### src/rtl/alu_pkg.sv
// alu_pkg: shared ALU width, op-select codes and arbiter state encoding.
package alu_pkg;
   localparam int ALU_W = 3;
   localparam logic [1:0] ALU_OP_ADD = 2'b00;
   localparam logic [1:0] ALU_OP_SUB = 2'b01;
   localparam logic [1:0] ALU_OP_AND = 2'b10;
   localparam logic [1:0] ALU_OP_OR  = 2'b11;
   typedef enum logic [1:0] {IDLE, EXEC, RESP} arb_state_t;
endpackage

### src/rtl/alu_share_arb_if.sv
// alu_share_arb_if: request/operand/response bundle between two clients and the shared-ALU arbiter.
interface alu_share_arb_if;
   import alu_pkg::*;
   logic [1:0] req, gnt, rsp_valid, rsp_ready, sel0, sel1;
   logic [ALU_W-1:0] a0, b0, a1, b1, rsp_y;
   logic rsp_cout, busy;
   modport master(output req, a0, b0, sel0, a1, b1, sel1, rsp_ready,
                  input gnt, rsp_valid, rsp_y, rsp_cout, busy);
   modport slave(input req, a0, b0, sel0, a1, b1, sel1, rsp_ready,
                 output gnt, rsp_valid, rsp_y, rsp_cout, busy);
endinterface

### src/rtl/alu_top_3bit.sv
// alu_top_3bit: combinational 3-bit ALU; SUB carry is the no-borrow flag, logic ops clear carry.
module alu_top_3bit
   import alu_pkg::*;
(
   input  logic [ALU_W-1:0] a,
   input  logic [ALU_W-1:0] b,
   input  logic [1:0]       sel,
   output logic [ALU_W-1:0] y,
   output logic             cout
);
   logic [ALU_W:0] r;
   always_comb begin
      r = sel == ALU_OP_ADD ? {1'b0, a} + {1'b0, b} :
          sel == ALU_OP_SUB ? {1'b0, a} + {1'b0, ~b} + {{ALU_W{1'b0}}, 1'b1} :
          sel == ALU_OP_AND ? {1'b0, a & b} : {1'b0, a | b};
   end
   assign {cout, y} = r;
endmodule

### src/rtl/alu_share_arb.sv
// alu_share_arb: round-robin arbiter sequencing two requesters onto one alu_top_3bit
// through latch / execute / respond steps.
module alu_share_arb
   import alu_pkg::*;
#(
   parameter bit RR_RESET_PTR = 1'b1
) (
   input logic            clk,
   input logic            rst,
   alu_share_arb_if.slave bus
);
   arb_state_t state, next;
   logic last, id, win, grant, alu_c, c_q;
   logic [ALU_W-1:0] op_a, op_b, alu_y, y_q;
   logic [1:0] op_sel;
   // on a tie the requester that did not win last time goes next
   always_comb begin
      win = bus.req == 2'b11 ? ~last : bus.req[1];
      grant = state == IDLE && |bus.req;
      next = state == IDLE ? (grant ? EXEC : IDLE) :
             state == EXEC ? RESP : (bus.rsp_ready[id] ? IDLE : RESP);
   end
   always_ff @(posedge clk) begin
      if (rst) begin
         state  <= IDLE;
         last   <= RR_RESET_PTR;
         id     <= 1'b0;
         op_a   <= '0;
         op_b   <= '0;
         op_sel <= '0;
         y_q    <= '0;
         c_q    <= 1'b0;
      end else begin
         state <= next;
         if (grant) begin
            id     <= win;
            last   <= win;
            op_a   <= win ? bus.a1 : bus.a0;
            op_b   <= win ? bus.b1 : bus.b0;
            op_sel <= win ? bus.sel1 : bus.sel0;
         end
         if (state == EXEC) begin
            y_q <= alu_y;
            c_q <= alu_c;
         end
      end
   end
   alu_top_3bit u_alu (.a(op_a), .b(op_b), .sel(op_sel), .y(alu_y), .cout(alu_c));
   assign bus.gnt       = grant ? (win ? 2'b10 : 2'b01) : 2'b00;
   assign bus.rsp_valid = state == RESP ? (id ? 2'b10 : 2'b01) : 2'b00;
   assign bus.busy      = state != IDLE;
   assign bus.rsp_y     = y_q;
   assign bus.rsp_cout  = c_q;
endmodule

### src/flat_wrapper.sv
// flat-port wrapper written by rule: the top's interface ports become plain ports
module alu_share_arb_flat import alu_pkg::*;
#(
   parameter bit RR_RESET_PTR = 1'b1
)
  (clk, rst, bus_req, bus_a0, bus_b0, bus_sel0, bus_a1, bus_b1, bus_sel1, bus_rsp_ready, bus_gnt, bus_rsp_valid, bus_rsp_y, bus_rsp_cout, bus_busy);
  alu_share_arb_if bus_i ();
  input logic clk;
  input logic rst;
  input wire logic [$bits(bus_i.req)-1:0] bus_req;
  input wire logic [$bits(bus_i.a0)-1:0] bus_a0;
  input wire logic [$bits(bus_i.b0)-1:0] bus_b0;
  input wire logic [$bits(bus_i.sel0)-1:0] bus_sel0;
  input wire logic [$bits(bus_i.a1)-1:0] bus_a1;
  input wire logic [$bits(bus_i.b1)-1:0] bus_b1;
  input wire logic [$bits(bus_i.sel1)-1:0] bus_sel1;
  input wire logic [$bits(bus_i.rsp_ready)-1:0] bus_rsp_ready;
  output wire logic [$bits(bus_i.gnt)-1:0] bus_gnt;
  output wire logic [$bits(bus_i.rsp_valid)-1:0] bus_rsp_valid;
  output wire logic [$bits(bus_i.rsp_y)-1:0] bus_rsp_y;
  output wire logic [$bits(bus_i.rsp_cout)-1:0] bus_rsp_cout;
  output wire logic [$bits(bus_i.busy)-1:0] bus_busy;
  assign bus_i.req = bus_req;
  assign bus_i.a0 = bus_a0;
  assign bus_i.b0 = bus_b0;
  assign bus_i.sel0 = bus_sel0;
  assign bus_i.a1 = bus_a1;
  assign bus_i.b1 = bus_b1;
  assign bus_i.sel1 = bus_sel1;
  assign bus_i.rsp_ready = bus_rsp_ready;
  assign bus_gnt = bus_i.gnt;
  assign bus_rsp_valid = bus_i.rsp_valid;
  assign bus_rsp_y = bus_i.rsp_y;
  assign bus_rsp_cout = bus_i.rsp_cout;
  assign bus_busy = bus_i.busy;
  alu_share_arb #(.RR_RESET_PTR(RR_RESET_PTR)) u_core (.clk(clk), .rst(rst), .bus(bus_i));
endmodule
### config.mk
export PLATFORM = sky130hd
export DESIGN_NAME = alu_share_arb_flat
export DESIGN_NICKNAME = d
export VERILOG_FILES = /design/src/rtl/alu_pkg.sv /design/src/rtl/alu_share_arb_if.sv /design/src/rtl/alu_top_3bit.sv /design/src/rtl/alu_share_arb.sv /design/src/flat_wrapper.sv
export SDC_FILE = /design/constraint.sdc
export NUM_CORES = 1
export LEC_CHECK = 0
export BUFFER_PORTS_ARGS = -buffer_cell sky130_fd_sc_hd__buf_2
export CAP_MARGIN = 10
export CORE_MARGIN = 2
export CORE_UTILIZATION = 50
export DETAILED_ROUTE_END_ITERATION = 6
export PLACE_DENSITY_LB_ADDON = 0.15
export SETUP_SLACK_MARGIN = 0.3
export SLEW_MARGIN = 20
export SYNTH_ARGS = -nofsm -noshare
export SYNTH_HDL_FRONTEND = slang
export SYNTH_HIERARCHICAL = 1
export SYNTH_SLANG_ARGS = --single-unit
### constraint.sdc
create_clock -name clk -period 1.9 [get_ports clk]
set_input_delay 0.19 -clock clk [delete_from_list [all_inputs] [get_ports clk]]
set_output_delay 0.19 -clock clk [all_outputs]
set_load 0.02 [all_outputs]
==> metrics.cfg, run 1 <==
[timing]
clock_skew_ns=0.0115
tightest_slew_ns=0.494
setup_viol=0
rsz0062_at_grt=yes
timing.fmax_mhz=566
maxSlewHeadroom=0.669
slew_violations=0
period_share=0.929
finalSetupTns_ns=0
hold_viol_final=0
min_period_ns=1.77

[global_routing]
antenna_found_initial=0
overflow=0
grt_pass1_vias=922
grt_use_total=0.196
grt_max_degree=17
grt_pass1_wl_um=3860

[cells_and_area]
design_area_mm2=0.00130
multi_input_area_um2=673
fill_cells=168
drive_gt1_frac=0.391
stdcell_count=178
post-route-util=0.655
n_antenna_cell=0
syn_to_final_growth_pct=22.7
fin_nets=185
area.sequential_um2=333

[route]
drtIter0Drc=14
wl_met2_um=1230
wirelength_um=2390
route.met3.wl_um=103
drc=0
viasPerCell=5.43
ant_nets=0
num_vias=967
met1Wirelength_um=1040
wl_per_cell_um=13.4
first_pass_iters=4
top_layer_used=met4

[clock_tree]
h-tree-depth=1
hold_buffers=0
cts_tree=yes
cts_buffers=3
cts_root_buf=clkbuf_4
cts_max_path_buffers=2
clock-sinks=16
path_clk_slew_ns=0.10
insertion_delay_ns=0.28

[setup_path]
end_kind=flop
worst-path-max-fanout=3
path_class=reg2reg
startpoint_type=flop
arrival_ns=1.99
critPathRequiredTime_ns=2.12

[power]
p_leak_uw=0.000566
peakVddDrop_uv=494
p_total_uw=909
power.density_mw_per_mm2=700

[logic_synthesis]
yosys.area_share.xor_xnor=0.0165
synth.avg_cell_area_um2=8.75
netlist_area_mm2=0.00106
netlist.area_leader.share=0.303
synth_top_family_by_area=compound AO/OA/AOI/OAI gates
synth-compound-area-share=0.188
synthMuxAreaShare=0.0792
ys_seq_area_frac=0.303
ys_ff_latch=16
synth_warnings=6
syn_nets=154
ys_types=35
synth-simple-area-share=0.173
syn-instance-count=121
synthAdderAreaFrac=0.144
yosys.area.top_type=dfxtp_1
synthTopCellsByArea=dfxtp_1 30%, ha_1 11%, a31oi_1 4.7%, mux2i_1 4.7%, nand4_1 4.7%

[floorplan]
die_w_um=50.0
rows=16
die_area_mm2=0.00250
core_mm2=0.00198
design.portCount=31
initial_utilization=0.534
die_y_um=50.0

[placement]
place_hpwl_um=1780
place_inst=170
io_buffers=30
dpl-instance-area_mm2=0.00122
place_congestion=0.751

[min_path]
hold_class=in2reg

[outcome]
status=completed

[run]
max_cap_violations=0

[metal layers]
layer | global-route usage | vias up
met2 | 0.366 | 28
met1 | 0.228 | 447
met4 | 0.0556 | 0
li1 | - | 490
met3 | 0.0273 | 2
met5 | 0 | -
[critical path: stages, from the launching register on]
cell	delay [ns]
dfxtp_4	0.37
inv_2	0.07
ha_4	0.13
fa_2	0.43
mux4_2	0.48
inv_2	0.06
mux2i_1	0.05
nor2_1	0.11
[synthesized netlist by cell type (all sizes together)]
master and n:
inv 10, nand2b 2, nand3 8, o32a 1
o21bai 1, a31oi 8, nor2 9, mux2 1
a211oi 3, xnor2 2, ha 9, o21ai 10
a21o 1, o22ai 1, and3 1, mux4 1
dfxtp 16, mux2i 5, nand4 8, and3b 1
clkbuf 2, a211o 1, nor3b 1, fa 2
nand2 3, a21oi 4, buf 7, clkinv 2
nor2b 1
[sequential cells by signal (all words and copies together), names as in the netlist]
signal / cells
u_core/bus.rsp_cout: 1
u_core/bus.rsp_y: 3
u_core/id: 1
u_core/last: 1
u_core/op_a: 3
u_core/op_b: 3
u_core/op_sel: 2
u_core/state: 2
[worst paths after layout]
check                           cells after the start                          endpoint  slack [ns]                              from
worst max-delay path                                7  u_core/bus.rsp_y[1]$_SDFFE_PP0N_        0.13       u_core/op_a[0]$_SDFFE_PP0P_
worst min-delay path                                3       u_core/op_a[0]$_SDFFE_PP0P_        0.17                         bus_a0[0]
worst max register to register                      7  u_core/bus.rsp_y[1]$_SDFFE_PP0N_        0.13       u_core/op_a[0]$_SDFFE_PP0P_
worst min register to register                      2  u_core/bus.rsp_cout$_SDFFE_PP0N_        0.50  u_core/bus.rsp_cout$_SDFFE_PP0N_
[power by group]
group | total [µW] | switching (µW) | leakage (µW) | internal (µW)
clock | 184 | 103 | 0.0000150 | 81.3
sequential | 411 | 43.1 | 0.000134 | 368
combinational | 314 | 166 | 0.000417 | 148
total | 909 | 312 | 0.000566 | 597
[per-stage QoR]
step | worst slack, ns | hold slack, ns
global route | 0.0398 | 0.177
finish | 0.134 | 0.174
CTS | 0.116 | 0.166
floorplan | 0.253 | 0.352
detailed placement | 0.142 | 0.478
global placement | 0.227 | 0.472
[cell families (layout without fill, tap and decap cells)]
| kind of cell | Yosys count | in the layout |
|---|---|---|
| compound gates | 30 | 30 |
| xor+xnor | 2 | 2 |
| fa+ha+maj | 11 | 11 |
| buf+inv | 21 | 51 |
| flops | 16 | 16 |
| mux | 7 | 7 |
| simple gates | 34 | 34 |
[cell type report]
type | instances | area share
Multi-Input combinational cell | 84 | 0.518
Sequential cell | 16 | 0.256
Tap cell | 27 | 0.0260
Clock buffer | 4 | 0.0202
Timing Repair Buffer | 35 | 0.145
Inverter | 12 | 0.0347
[cells in the final DEF, fill, tap and decap left out, types with 4 or more instances in the layout]
cell	count
buf_2	30
dfxtp_1	12
o21ai_0	9
nand3_1	8
nand4_1	8
nor2_1	8
a31oi_1	8
ha_1	7
inv_1	6
mux2i_1	5
buf_4	5
a21oi_1	4
inv_2	4
[repair_timing]
action                                  in CTS  in global routing
pin swaps                                    1                  4
gates resized for setup                      5                  6
endpoints found under the setup margin       4                  5
buffers inserted                             1                  3
(Power assumes the default switching activity.)
==> inputs of run 2 (changes only) <==
==> constraint.sdc (replaced) <==
create_clock -name clk -period 2 [get_ports clk]
set_input_delay 0.2 -clock clk [delete_from_list [all_inputs] [get_ports clk]]
set_output_delay 0.2 -clock clk [all_outputs]
set_load 0.02 [all_outputs]
==> run 2 against run 1 <==
Clock skew shrank 0.0058 ns. Die area did not move. Register-to-register slack better by 0.11 ns. Cell count shrank 0.56%. Setup slack improved by 0.11 ns. Clock power is 11% higher. Design area fell by 0.77%. Total power shrank 2.7%. Largest power group unchanged. Highest routed layer unchanged.
==> metrics.cfg, run 2 (synthesized netlist as in run 1, its figures left out) <==
[global_routing]
grt_pass1_vias=962  ; +4.3%
overflow=0  ; unchanged
antenna_found_initial=0  ; unchanged
grt_pass1_wl_um=4200  ; +8.9%
grt_use_total=0.215  ; +0.0185
grt_max_degree=17  ; unchanged

[timing]
clock_skew_ns=0.00573  ; -0.00578 ns
slew_violations=0  ; unchanged
rsz0062_at_grt=yes
maxSlewHeadroom=0.647  ; -0.0225
timing.fmax_mhz=571  ; +0.84%
tightest_slew_ns=0.528  ; +0.0336 ns
setup_viol=0  ; unchanged
min_period_ns=1.75  ; -0.0148 ns
hold_viol_final=0  ; unchanged
period_share=0.875  ; -0.0538
finalSetupTns_ns=0  ; unchanged

[route]
wl_per_cell_um=13.4  ; -0.24%
drtIter0Drc=21  ; +7
first_pass_iters=4  ; unchanged
ant_nets=0  ; unchanged
num_vias=979  ; +1.2%
met1Wirelength_um=1020  ; -1.9%
drc=0  ; unchanged
top_layer_used=met4
wirelength_um=2370  ; -0.80%
wl_met2_um=1240  ; +0.81%
route.met3.wl_um=93  ; -9.7%
viasPerCell=5.53  ; +1.8%

[power]
power.density_mw_per_mm2=687  ; -1.9%
p_leak_uw=0.000566  ; +0.11%
peakVddDrop_uv=511  ; +3.3%

[floorplan]
die_y_um=50.0  ; unchanged
rows=16  ; unchanged
die_w_um=50.0  ; unchanged
initial_utilization=0.534  ; unchanged
design.portCount=31  ; unchanged
die_area_mm2=0.00250  ; unchanged
core_mm2=0.00198  ; unchanged

[cells_and_area]
drive_gt1_frac=0.360  ; -0.0307
n_antenna_cell=0  ; unchanged
design_area_mm2=0.00129  ; -0.77%
layout_common_cells=30 x buf_2, 12 x dfxtp_1, 9 x o21ai_0
final_common_cell=buf_2
syn_to_final_growth_pct=21.7
fin_nets=184  ; -0.54%

[min_path]
hold_class=in2reg

[setup_path]
end_kind=flop
critPathRequiredTime_ns=2.21  ; +0.09 ns
path_class=reg2reg
arrival_ns=1.96  ; -0.03 ns
startpoint_type=flop
worst-path-max-fanout=3  ; unchanged

[outcome]
status=completed

[run]
max_cap_violations=0  ; unchanged

[clock_tree]
cts_max_path_buffers=2  ; unchanged
clock-sinks=16  ; unchanged
insertion_delay_ns=0.28  ; about the same
cts_buffers=3  ; unchanged
hold_buffers=0  ; unchanged
h-tree-depth=1  ; unchanged
cts_tree=yes
path_clk_slew_ns=0.09  ; about the same
cts_root_buf=clkbuf_4

[placement]
io_buffers=30  ; unchanged
dpl-instance-area_mm2=0.00119  ; -2.5%
place_hpwl_um=1700  ; -4.4%
place_congestion=0.850  ; +13%

==> run 2: cell types whose count changed in the layout (fill, tap and decap cells not counted) <==
| cell | previous run | this run |
|---|---|---|
| clkbuf_8 | 0 | 1 |
| inv_1 | 6 | 7 |
| buf_4 | 5 | 4 |
| inv_4 | 0 | 1 |
| fa_2 | 2 | 0 |
| fa_1 | 0 | 2 |
| clkbuf_1 | 1 | 0 |
| dfxtp_4 | 3 | 2 |
| nand2b_2 | 1 | 0 |
| dfxtp_2 | 1 | 2 |
| nand2b_1 | 1 | 2 |
| a211oi_1 | 1 | 2 |
| inv_2 | 4 | 2 |
| a211oi_2 | 1 | 0 |
==> run 2: power breakdown <==
group / switching [µW] / total, µW / internal, µW / leakage, µW
combinational: 155 / 289 / 135 / 0.000412
sequential: 40.4 / 390 / 350 / 0.000134
clock: 94.8 / 205 / 111 / 0.0000210
total: 290 / 885 / 595 / 0.000566
==> run 2: worst max-delay path, stage by stage, from the launching register on <==
cell and delay, ns:
dfxtp_4 0.38, ha_4 0.16, inv_1 0.06, fa_1 0.40, mux4_2 0.47, inv_2 0.06, mux2i_1 0.06, nor2_1 0.09
==> run 2: worst paths after layout <==
check	from	end	slack [ns]	cells past startpoint
worst max-delay path	u_core/op_b[0]$_SDFFE_PP0P_	u_core/bus.rsp_y[1]$_SDFFE_PP0N_	0.25	7
worst min-delay path	bus_b1[1]	u_core/op_b[1]$_SDFFE_PP0P_	0.19	3
worst max register to register	u_core/op_b[0]$_SDFFE_PP0P_	u_core/bus.rsp_y[1]$_SDFFE_PP0N_	0.25	7
worst min register to register	u_core/bus.rsp_y[2]$_SDFFE_PP0N_	u_core/bus.rsp_y[2]$_SDFFE_PP0N_	0.50	2
==> run 2: cell type report <==
class / count / area (µm²)
multi-input cells: 84 / 661
inverters: 12 / 47.5
clock buffers: 4 / 36.3
well taps: 27 / 33.8
repair buffers: 34 / 180
flip-flops and latches: 16 / 330
fillers: 172 / 693
==> run 2: per-layer routing <==
metal / vias up / track usage
met3: 2 / 0.0182
met4: 0 / 0.0694
met1: 470 / 0.260
li1: 486 / -
met5: - / 0
met2: 21 / 0.393
==> run 2: timing repair <==
| action | in CTS | in global routing |
|---|---|---|
| endpoints found under the setup margin | 2 | 4 |
| pin swaps | 1 | 3 |
| gates resized for setup | 12 | 2 |
| buffers inserted | 1 | 2 |
==> run 2: per-stage QoR <==
| stage | utilization | worst slack, ns | instances | hold slack (ns) | total power, µW |
|---|---|---|---|---|---|
| final | 0.650 | 0.249 | 177 | 0.186 | 885 |
| after global routing | 0.650 | 0.141 | 177 | 0.180 | 945 |
| after CTS | 0.642 | 0.236 | 175 | 0.178 | 881 |
| after detailed placement | 0.602 | 0.200 | 170 | 0.483 | 664 |
| after global placement | 0.602 | 0.280 | 170 | 0.475 | 654 |
| after floorplan | - | 0.306 | 121 | 0.373 | 598 |
==> inputs of run 3 (changes only) <==
--- a/config.mk
+++ b/config.mk
@@ -15,5 +15,4 @@
 export SLEW_MARGIN = 20
 export SYNTH_ARGS = -nofsm -noshare
 export SYNTH_HDL_FRONTEND = slang
-export SYNTH_HIERARCHICAL = 1
 export SYNTH_SLANG_ARGS = --single-unit
==> run 3 against run 2 <==
Critical path depth shrank 1. Total power shrank 1.4%. Largest cell class unchanged. Maximum frequency grew 1.8%.
==> metrics.cfg, run 3 <==
[outcome]
status=completed

[timing]
rsz0062_at_grt=yes
slew_violations=0  ; unchanged
tightest_slew_ns=0.522  ; -0.00568 ns
setup_viol=0  ; unchanged
period_share=0.860  ; -0.0151
clock_skew_ns=0.00436  ; -0.00138 ns
min_period_ns=1.72  ; -0.0301 ns
finalSetupTns_ns=0  ; unchanged
hold_viol_final=0  ; unchanged
maxSlewHeadroom=0.651  ; +0.00380
timing.fmax_mhz=581  ; +1.8%

[logic_synthesis]
netlist_area_mm2=0.00103  ; -3.1%
synthMuxAreaShare=0.0451  ; -0.0341
yosys.area.top_type=dfxtp_1
synthTopCellsByArea=dfxtp_1 31%, ha_1 11%, nand3_1 8.3%, a31oi_1 6.1%, inv_1 4.4%
yosys.area_share.xor_xnor=0  ; -0.0165
syn-instance-count=122  ; +0.83%
synth-simple-area-share=0.229  ; +0.0567
synth.avg_cell_area_um2=8.41  ; -3.9%
synth-compound-area-share=0.188  ; about the same
yosysMostFrequentCell=nand3_1
synth_ff_type=dfxtp_1
synth_warnings=0  ; -6
yosys-top-cells-count=17 x nand3_1, 16 x dfxtp_1, 12 x inv_1
async_reset_ff_frac=0  ; unchanged
synthAdderAreaFrac=0.149  ; +0.00457
synth_edf_count=0  ; unchanged
ys_types=33  ; -5.7%
ys_seq_area_frac=0.312  ; +0.00959
netlist.area_leader.share=0.312  ; +0.00959
ys_ff_latch=16  ; unchanged
synth_top_family_by_area=simple AND/OR/NAND/NOR gates
syn_nets=155  ; +0.65%

[cells_and_area]
final_common_cell=buf_2
fin_nets=189  ; +2.7%
syn_to_final_growth_pct=25.9
design_area_mm2=0.00129  ; +0.19%
stdcell_count=182  ; +2.8%
fill_cells=180  ; +4.7%
layout_common_cells=30 x buf_2, 17 x nand3_1, 12 x dfxtp_1
drive_gt1_frac=0.342  ; -0.0181
n_antenna_cell=0  ; unchanged

[clock_tree]
cts_tree=yes
h-tree-depth=1  ; unchanged
cts_root_buf=clkbuf_4
path_clk_slew_ns=0.10  ; about the same
cts_max_path_buffers=2  ; unchanged
hold_buffers=0  ; unchanged
clock-sinks=16  ; unchanged
insertion_delay_ns=0.28  ; about the same
cts_buffers=3  ; unchanged

[global_routing]
overflow=0  ; unchanged
grt_pass1_vias=951  ; -1.1%
grt_use_total=0.209  ; -0.00583
grt_pass1_wl_um=4040  ; -3.8%
grt_max_degree=17  ; unchanged
antenna_found_initial=0  ; unchanged

[route]
drtIter0Drc=14  ; -33%
wirelength_um=2400  ; +1.3%
wl_per_cell_um=13.2  ; -1.5%
drc=0  ; unchanged
ant_nets=0  ; unchanged
first_pass_iters=5  ; +1
viasPerCell=5.51  ; -0.36%
num_vias=1003  ; +2.5%

[run]
max_cap_violations=0  ; unchanged

[floorplan]
die_area_mm2=0.00243  ; -2.8%
die_w_um=49.3  ; -1.4%
core_mm2=0.00194  ; -2.0%
die_y_um=49.3  ; -1.4%
design.portCount=31  ; unchanged
rows=16  ; unchanged
initial_utilization=0.528  ; -0.00574

[setup_path]
path_class=reg2reg
startpoint_type=flop
critPathRequiredTime_ns=2.22  ; about the same
end_kind=flop
arrival_ns=1.94  ; -0.02 ns
worst-path-max-fanout=3  ; unchanged
r2r_cells=6  ; -1

[power]
peakVddDrop_uv=486  ; -4.9%
p_leak_uw=0.000565  ; -0.31%
power.density_mw_per_mm2=676  ; -1.6%

[placement]
io_buffers=30  ; unchanged
place_congestion=0.906  ; +6.6%
place_hpwl_um=1720  ; +1.0%
place_inst=175  ; +2.9%
dpl-instance-area_mm2=0.00120  ; +0.42%

[min_path]
min_path_cells=3  ; unchanged
hold_class=in2reg

-- run 3: cell count changes in the layout (fill, tap and decap cells not counted), moves of 2 or more --
cell      change
or2_2         +2
nand3_1       +9
clkinv_1      -2
a31oi_1       +2
mux2i_1       -3
xnor2_1       -2
inv_1         +4
nand4_1       -8
nand2_1       +2
o211ai_1      +3
inv_2         -2
-- run 3: cell families (layout without fill, tap and decap cells) --
kind of cell             count (synthesis)  in the layout
AND/OR/NAND/NOR                         43             43
multiplexers                             3              3
flip-flops                              16             16
AO/OA/AOI/OAI                           31             31
adder cells (fa/ha/maj)                 11             11
buffers and inverters                   18             51
-- run 3: path summary, 6_finish.rpt --
kind                                          from                                to  slack [ns]
setup reg to reg       u_core.op_a[0]$_SDFFE_PP0P_  u_core.bus.rsp_y[2]$_SDFFE_PP0N_        0.28
setup / recovery       u_core.op_a[0]$_SDFFE_PP0P_  u_core.bus.rsp_y[2]$_SDFFE_PP0N_        0.28
hold reg to reg   u_core.bus.rsp_y[0]$_SDFFE_PP0N_  u_core.bus.rsp_y[0]$_SDFFE_PP0N_        0.50
hold / removal                           bus_a0[1]       u_core.op_a[1]$_SDFFE_PP0P_        0.17
-- run 3: timing repair --
action / 4_1_cts / 5_1_grt
gates resized for setup: 10 / 2
buffers inserted: 1 / 2
setup endpoints to repair: 2 / 2
pin swaps: 1 / 1
-- run 3: worst max-delay path, stage by stage (launching register included) --
cell	delay (ns)
dfxtp_4	0.40
inv_4	0.04
ha_4	0.15
fa_2	0.32
and2_4	0.16
or4_1	0.46
a31oi_1	0.13
-- run 3: routing by layer --
layer / share of wire / GRT usage
met1: 0.42 / 0.251
met2: 0.51 / 0.372
met3: 0.064 / 0.0429
met4: 0.0096 / 0.0571
met5: 0 / 0
-- run 3: per-stage QoR --
step / worst slack, ns / utilization / hold WS (ns) / total power, µW
2_1_floorplan: 0.294 / - / 0.272 / 562
3_5_place_dp: 0.200 / 0.617 / 0.473 / 638
4_1_cts: 0.235 / 0.655 / 0.165 / 865
6_report: 0.279 / 0.665 / 0.168 / 872
3_3_place_gp: 0.266 / 0.617 / 0.471 / 627
5_1_grt: 0.216 / 0.665 / 0.178 / 926
-- run 3: layout make-up --
| type | instances | area, µm² | area share |
|---|---|---|---|
| Clock buffer | 4 | 36.3 | 0.0281 |
| Inverter | 12 | 47.5 | 0.0368 |
| Multi-Input combinational cell | 88 | 656 | 0.508 |
| Sequential cell | 16 | 330 | 0.256 |
| Tap cell | 27 | 33.8 | 0.0262 |
| Timing Repair Buffer | 35 | 188 | 0.145 |
-- run 3: report_power, final --
group | internal (µW) | switching, µW
Clock | 111 | 108
Sequential | 352 | 38.8
Combinational | 118 | 144
Total | 581 | 291
